<file path="src/rtl/lfsr_stream_pkg.sv">
// Shared LFSR definitions for the byte-stream generator and checker.
// 16-bit right-shifting LFSR, taps 0,2,3,5, byte = low 8 state bits.
package lfsr_stream_pkg;

  localparam int LFSR_W   = 16;
  localparam int SEED_LEN = 9;
  localparam int TAP_A    = 0;
  localparam int TAP_B    = 2;
  localparam int TAP_C    = 3;
  localparam int TAP_D    = 5;

  typedef enum logic {
    SEED,
    CHECK
  } chk_state_e;

  function automatic logic [LFSR_W-1:0] lfsr16_step(
    input logic [LFSR_W-1:0] s
  );
    logic fb;
    fb = s[TAP_A] ^ s[TAP_B] ^ s[TAP_C] ^ s[TAP_D];
    return {fb, s[LFSR_W-1:1]};
  endfunction

  // Bounded loop so the advance stays synthesizable for n <= SEED_LEN.
  function automatic logic [LFSR_W-1:0] lfsr16_advance(
    input logic [LFSR_W-1:0] s,
    input int                n
  );
    logic [LFSR_W-1:0] r;
    r = s;
    for (int i = 0; i < SEED_LEN; i++) begin
      if (i < n) r = lfsr16_step(r);
    end
    return r;
  endfunction

endpackage

</file>
<file path="src/rtl/lfsr16_seed_assembler.sv">
// Rebuilds generator state s_0 from nine overlapping stream bytes.
// Restarts on overlap violation; rejects the all-zero stuck state.
module lfsr16_seed_assembler
  import lfsr_stream_pkg::*;
(
  input  logic              clk,
  input  logic              rst_n,
  input  logic              restart,
  input  logic              en,
  input  logic [7:0]        d,
  output logic              done,
  output logic [LFSR_W-1:0] seed
);

  logic [3:0]        cnt;
  logic [3:0]        cnt_n;
  logic [LFSR_W-1:0] acc;
  logic [LFSR_W-1:0] acc_n;
  logic [7:0]        prev;
  logic              overlap_ok;
  logic              last;

  // Next seed count/accumulator; the violating byte becomes byte 0.
  always_comb begin
    overlap_ok = (d[6:0] == prev[7:1]);
    last       = (cnt == 4'(SEED_LEN - 1));
    seed       = {d[7], acc[LFSR_W-2:0]};
    done       = en && last && overlap_ok && (seed != '0);
    cnt_n      = cnt;
    acc_n      = acc;
    if (restart) begin
      cnt_n = '0;
    end else if (en) begin
      if (cnt == '0 || !overlap_ok) begin
        cnt_n = 4'd1;
        acc_n = {8'h00, d};
      end else if (last) begin
        cnt_n = '0;
      end else begin
        cnt_n = cnt + 4'd1;
        acc_n = acc | (LFSR_W'(d[7]) << (cnt + 4'd7));
      end
    end
  end

  // Seed registers; prev holds the last accepted byte for overlap.
  always_ff @(posedge clk or negedge rst_n) begin
    if (!rst_n) begin
      cnt  <= '0;
      acc  <= '0;
      prev <= '0;
    end else begin
      cnt <= cnt_n;
      acc <= acc_n;
      if (en && !restart) prev <= d;
    end
  end

endmodule

</file>
<file path="config.mk">
export PLATFORM = sky130hd
export DESIGN_NAME = lfsr16_seed_assembler
export DESIGN_NICKNAME = d
export VERILOG_FILES = /design/src/rtl/lfsr_stream_pkg.sv /design/src/rtl/lfsr16_seed_assembler.sv
export SDC_FILE = /design/constraint.sdc
export NUM_CORES = 1
export LEC_CHECK = 0
export BUFFER_PORTS_ARGS = -buffer_cell sky130_fd_sc_hd__buf_4
export CORE_MARGIN = 8
export CORE_UTILIZATION = 45
export CTS_BUF_LIST = sky130_fd_sc_hd__clkbuf_8
export DETAILED_ROUTE_END_ITERATION = 8
export GPL_TIMING_DRIVEN = 0
export PLACE_DENSITY = 0.76
export SLEW_MARGIN = 20
export SYNTH_ARGS = -nofsm -noshare
export SYNTH_HDL_FRONTEND = slang
export SYNTH_SLANG_ARGS = --single-unit
</file>
<file path="constraint.sdc">
create_clock -name clk -period 1.6 [get_ports clk]
set_input_delay 0.16 -clock clk [delete_from_list [all_inputs] [get_ports clk]]
set_output_delay 0.16 -clock clk [all_outputs]
set_load 0.005 [all_outputs]
</file>
==> results of run 1 <==
sequential cells by signal, indices dropped and copies added (netlist names):
| signal | count |
|---|---|
| prev | 7 |
| cnt | 4 |
| acc | 15 |
per-layer routing:
metal	global-route usage (%)	vias up	wire length, um
met4	9.98	0	107
met1	19.1	693	1680
li1	-	627	-
met2	29.4	63	2200
met5	0	-	0
met3	3.31	13	270
Yosys cell counts (all sizes together):
cell type / n / share of area [%]
nand3b: 1 / 0.53
and3: 2 / 0.89
and4b: 1 / 0.71
inv: 3 / 0.80
and2b: 1 / 0.53
a31oi: 3 / 1.8
ha: 3 / 2.7
xnor2: 1 / 0.62
a311oi: 1 / 0.62
nand2b: 4 / 2.0
xor2: 9 / 6.1
nor2b: 2 / 0.89
nor3: 4 / 1.8
nor3b: 1 / 0.53
clkbuf: 1 / 0.27
and4: 1 / 0.62
o22a: 3 / 1.9
nand3: 5 / 1.8
nor4: 6 / 3.7
nand4: 1 / 0.44
a21oi: 14 / 5.0
nand2: 31 / 8.3
a21boi: 3 / 1.6
buf: 6 / 2.5
a32o: 1 / 0.71
nor2: 16 / 4.3
dfrtp: 26 / 46
o21ai: 7 / 2.5
cell type report:
class,instances,area (um2)
plain buffers,6,43.8
clock buffers,3,41.3
clock inverters,1,30.0
fillers,225,1000
inverters,3,13.8
multi-input cells,121,850
flip-flops and latches,26,652
well taps,44,55.1
repair buffers,42,340
final timing paths:
path / cells after the start / slack, ps / startpoint / end
setup reg to reg: 6 / -100 / prev[2] / acc[3]
min in group asynchronous: 2 / 330 / rst_n / cnt[1]
hold / removal: 2 / 60 / restart / cnt[3]
hold reg to reg: 2 / 510 / prev[2] / prev[2]
max in group asynchronous: 2 / 1000 / rst_n / cnt[0]
setup / recovery: 7 / -140 / cnt[0] / done
per-stage QoR:
step                utilization [%]  hold WS [ps]
floorplan                         -          -136
global placement               55.1          82.6
detailed placement             55.1          86.2
CTS                            64.4          58.8
global route                   66.9          53.2
finish                         66.9          58.8
cells by family (layout without fill, tap and decap cells):
family | count (synthesis) | after routing | share of synthesized area (%)
XOR/XNOR | 10 | 10 | 6.74
adder cells (fa/ha/maj) | 3 | 3 | 2.66
buffers and inverters | 10 | 55 | 3.55
AND/OR/NAND/NOR | 76 | 76 | 26.9
flip-flops | 26 | 26 | 46.1
AO/OA/AOI/OAI | 32 | 32 | 14.0
power by group:
| group | internal (mW) | switching [mW] | leakage, nW |
|---|---|---|---|
| registers | 0.710 | 0.0526 | 0.332 |
| clock network | 0.335 | 0.216 | 0.0357 |
| logic | 0.169 | 0.193 | 0.556 |
what timing repair did:
item | 4_1_cts | 5_1_grt
setup endpoints to repair | 19 | 20
cloned | 1 | 0
gates resized for setup | 31 | 16
setup buffers | 9 | 4
hold buffers | 1 | 0
pin swaps | 18 | 9
endpoints found under the hold margin | 26 | 0
worst max-delay path, cell delays in order (launching register included):
cell,delay [ps]
dfrtp_2,440
inv_4,90
ha_4,170
nand2_2,70
nor2_4,110
nand2_1,80
nor3_2,200
buf_4,140
==> key figures, run 1 <==
Cells and area
  • Nets: 218
  • P&R area growth vs syn: 43.7%
  • Antenna cells: 0
  • Post-route insts no fill: 246
  • Commonest cells after routing, fill and taps aside: buf_4 (36), nand2_1 (28), dfrtp_1 (25), nor2_1 (11)
  • Fin area: 2030 um2
  • Layout cells sized above 1: 41.1%
  • Commonest non-fill, non-tap cell in the layout: buf_4

Clocking
  • TritonCTS Buffers: 3
  • Clock sink count: 26
  • CTS root buf: clkbuf_8
  • Clk Latency, worst-skew pair: 270 ps
  • CTS Buffer Depth: 2
  • Clk slew on worst S/H paths: 90 ps
  • CTS tree: built
  • H-tree depth: 1

Setup path
  • Crit end category: primary output
  • CP max FO: 5
  • Crit start category: register
  • Critical path arrival: 1580 ps
  • Worst Path Required: 1440 ps
  • WS Path Type: reg -> out

Yosys
  • Post-synthesis net count: 172
  • Syn avg cell area: 8.98 um2
  • Post-synthesis sequential area ratio: 46.1%
  • Synth Register Bits: 26
  • Cell Area, Synth: 1410 um2
  • Ys Warns: 0
  • Distinct cells, synth: 35
  • Gate Count Post-Synth: 157

Pwr
  • Leakage: 0.924 nW
  • Worst ir drop on vdd: 464 uV
  • Power per standard cell area: 828 nW/um2
  • Total power draw: 1.68 mW

Global routing
  • All-Layer GR Usage: 17.0%
  • First-pass GRT wire length: 7000 um
  • Vias in the first global route: 1504
  • Pin count of the biggest net entering global routing: 27
  • Total congestion overflow: 0
  • Initial antenna violation count: 0

Detailed routing
  • Iter 0 DRT Violations: 106
  • 1st-pass router iterations: 4
  • Number of remaining DRC errors: 0
  • Final ANT Viol Nets: 0
  • WL per Instance: 17.3 um
  • Post-Route WL: 4260 um
  • Via Count: 1396
  • DR vias/cell: 5.67

Timing
  • Worst slew margin: 65.3%
  • Worst Max-Slew Pin Slew: 520 ps
  • PnR worst setup slack: -141 ps
  • Max Clk Rate: 0.574 GHz
  • Setup-failing EPs final: 14
  • Fin. Hold Viols: 0
  • Min Tclk post-route: 1740 ps
  • RSZ-0062 raised after global routing: yes
  • Max-slew violation count: 0
  • Setup TNS: -816 ps
  • Part of the cycle the worst path needs: 109%
  • Clock skew: 1.99 ps

Floorplan
  • Die Width: 72.0 um
  • Die Y: 72.0 um
  • Core Box Area: 3030 um2
  • Initial Utilization: 46.6%
  • Die area: 5180 um2
  • IO Pins: 29
  • FP Rows: 20

Place
  • Place WS: -347 ps
  • HPWL after DPL: 2770 um
  • Area post-placement: 1670 um2
  • Number of port buffers: 27
  • Routability Congestion: 0.883
  • Placed Cells incl. Taps: 228

Run status
  • Failing checks: setup timing
  • Status: finished, violations left

Worst hold path
  • HP Class: in -> reg

Run
  • Max-Cap Viols: 0
Note: power is estimated with default switching activity, not from simulation.
==> inputs of run 2 (changes only) <==
--- a/config.mk
+++ b/config.mk
@@ -12,6 +12,7 @@
 export DETAILED_ROUTE_END_ITERATION = 8
 export GPL_TIMING_DRIVEN = 0
 export PLACE_DENSITY = 0.76
+export RECOVER_POWER = 25
 export SLEW_MARGIN = 20
 export SYNTH_ARGS = -nofsm -noshare
 export SYNTH_HDL_FRONTEND = slang
==> key figures, run 2 (synthesized netlist as in run 1, its figures left out) <==
Floorplan
  • Core Box Area: 3030 um2 (unchanged)
  • IO Pins: 29 (unchanged)
  • Die Width: 72.0 um (unchanged)
  • Die area: 5180 um2 (unchanged)
  • Initial Utilization: 46.6% (unchanged)
  • Die Y: 72.0 um (unchanged)
  • FP Rows: 20 (unchanged)

Setup path
  • WS Path Type: reg -> out
  • Crit end category: primary output
  • Reg2reg end: acc[3]
  • CP max FO: 5 (unchanged)
  • CP endpoint: done
  • Worst Reg-to-Reg Cells: 6 (unchanged)
  • R2R Path Start: prev[2]
  • Critical path arrival: 1580 ps (about the same)
  • Crit start category: register
  • Critical Path Source: cnt[0]
  • R2R setup slack: -100 ps (about the same)
  • Worst Path Required: 1440 ps (about the same)

Cells and area
  • P&R area growth vs syn: 43.5%
  • Finished Core Util: 66.8% (-0.083 points)
  • Commonest cells after routing, fill and taps aside: buf_4 (35), nand2_1 (28), dfrtp_1 (25), nor2_1 (11)
  • Antenna cells: 0 (unchanged)
  • Nets: 218 (unchanged)
  • Commonest non-fill, non-tap cell in the layout: buf_4
  • Largest register FFs: 15 (unchanged)
  • Fillers: 226 (+0.44%)
  • Largest reg by FF count: acc
  • Largest regs: acc x15, prev x7, cnt x4
  • Layout cells sized above 1: 41.1% (unchanged)

Place
  • Place WS: -347 ps (unchanged)
  • Routability Congestion: 0.883 (unchanged)
  • Number of port buffers: 27 (unchanged)
  • HPWL after DPL: 2770 um (unchanged)

Timing
  • Setup-failing EPs final: 14 (unchanged)
  • Max Clk Rate: 0.574 GHz (unchanged)
  • Min Tclk post-route: 1740 ps (unchanged)
  • PnR worst setup slack: -141 ps (unchanged)
  • Clock skew: 1.99 ps (unchanged)
  • Part of the cycle the worst path needs: 109% (unchanged)
  • Worst slew margin: 55.5% (-9.8 points)
  • RSZ-0062 raised after global routing: yes
  • Max-slew violation count: 0 (unchanged)
  • Worst Max-Slew Pin Slew: 668 ps (+148 ps)
  • Fin. Hold Viols: 0 (unchanged)

Detailed routing
  • Via Count: 1396 (unchanged)
  • 1st-pass router iterations: 4 (unchanged)
  • Number of remaining DRC errors: 0 (unchanged)
  • Post-Route WL: 4260 um (about the same)
  • Final ANT Viol Nets: 0 (unchanged)
  • DR vias/cell: 5.67 (unchanged)
  • Iter 0 DRT Violations: 106 (unchanged)
  • WL per Instance: 17.3 um (about the same)

Global routing
  • All-Layer GR Usage: 17.0% (unchanged)
  • First-pass GRT wire length: 7000 um (unchanged)
  • Total congestion overflow: 0 (unchanged)
  • Vias in the first global route: 1504 (unchanged)
  • Initial antenna violation count: 0 (unchanged)
  • Pin count of the biggest net entering global routing: 27 (unchanged)

Clocking
  • Clk slew on worst S/H paths: 90 ps (about the same)
  • H-tree depth: 1 (unchanged)
  • TritonCTS Buffers: 3 (unchanged)
  • CTS root buf: clkbuf_8
  • Clock sink count: 26 (unchanged)
  • Clk Latency, worst-skew pair: 270 ps (about the same)
  • CTS tree: built
  • CTS Buffer Depth: 2 (unchanged)

Pwr
  • Leakage: 0.923 nW (about the same)
  • Combinational share of power: 21.6% (about the same)
  • Switching part of the total: 27.5% (about the same)
  • NetSw: 0.462 mW (about the same)
  • Clock power share: 32.9% (about the same)
  • Power per standard cell area: 828 nW/um2 (about the same)
  • Sequential Power Share: 45.5% (about the same)
  • Worst ir drop on vdd: 464 uV (about the same)
  • Int Pwr: 1.21 mW (about the same)

Run status
  • Status: finished, violations left
  • Failing checks: setup timing

Run
  • Max-Cap Viols: 0 (unchanged)

Worst hold path
  • HP Class: in -> reg
run 2: cell count changes in the layout (fill, tap and decap cells not counted):
| cell | previous run | this run |
|---|---|---|
| clkbuf_2 | 0 | 1 |
| buf_4 | 36 | 35 |
run 2: power by group through the flow:
| stage | clock, mW | sequential, mW | combinational (mW) |
|---|---|---|---|
| finish | 0.551 | 0.763 | 0.361 |
| floorplan | 0 | 0.762 | 0.155 |
| detailed placement | 0 | 0.769 | 0.285 |
| CTS | 0.550 | 0.757 | 0.333 |
| global placement | 0 | 0.765 | 0.278 |
| global route | 0.578 | 0.768 | 0.397 |
run 2: layout make-up:
type                            count  area (um2)  share of cell area (%)
Tap cell                           44        55.1                    2.72
Sequential cell                    26         652                    32.2
Clock inverter                      1        30.0                    1.48
Inverter                            3        13.8                   0.680
Clock buffer                        3        41.3                    2.04
Buffer                              6        43.8                    2.16
Timing Repair Buffer               42         338                    16.7
Multi-Input combinational cell    121         850                    42.0
run 2: timing repair:
action / CTS / global route
gates cloned: 1 / 0
hold buffers: 1 / 0
endpoints found under the setup margin: 19 / 20
endpoints found under the hold margin: 26 / 0
buffers inserted: 9 / 4
gates resized for setup: 31 / 16
pin swaps: 18 / 9
run 2: critical path, stage by stage, from the launching register on:
cell and delay, ps:
dfrtp_2 440, inv_4 90, ha_4 170, nand2_2 70, nor2_4 110, nand2_1 80
nor3_2 200, buf_4 140
run 2: through the flow:
| step | hold slack (ps) | power, mW | setup TNS [ps] | area [um2] | cells |
|---|---|---|---|---|---|
| CTS | 58.8 | 1.64 | -603 | 1950 | 243 |
| finish | 58.8 | 1.68 | -816 | 2020 | 246 |
| global route | 53.2 | 1.74 | -1990 | 2020 | 246 |
| floorplan | -136 | 0.917 | 0 | 1410 | 157 |
| global placement | 82.6 | 1.04 | -2540 | 1670 | 228 |
| detailed placement | 86.2 | 1.05 | -3810 | 1670 | 228 |
run 2: worst min-delay path by stage:
stage / start / end / slack (ps) / cells past startpoint
global placement: rst_n / cnt[0] / 80 / 1
global route: restart / cnt[3] / 50 / 2
floorplan: rst_n / acc[0] / -140 / 0
CTS: restart / cnt[1] / 60 / 2
finish: restart / cnt[3] / 60 / 2
detailed placement: rst_n / cnt[1] / 90 / 1
run 2: layer usage:
metal  GRT usage, %  vias to the layer above  routed length, um
li1               -                      627                  -
met2           29.4                       63               2200
met3           3.31                       13                270
met1           19.1                      693               1680
met5              0                        -                  0
met4           9.98                        0                107
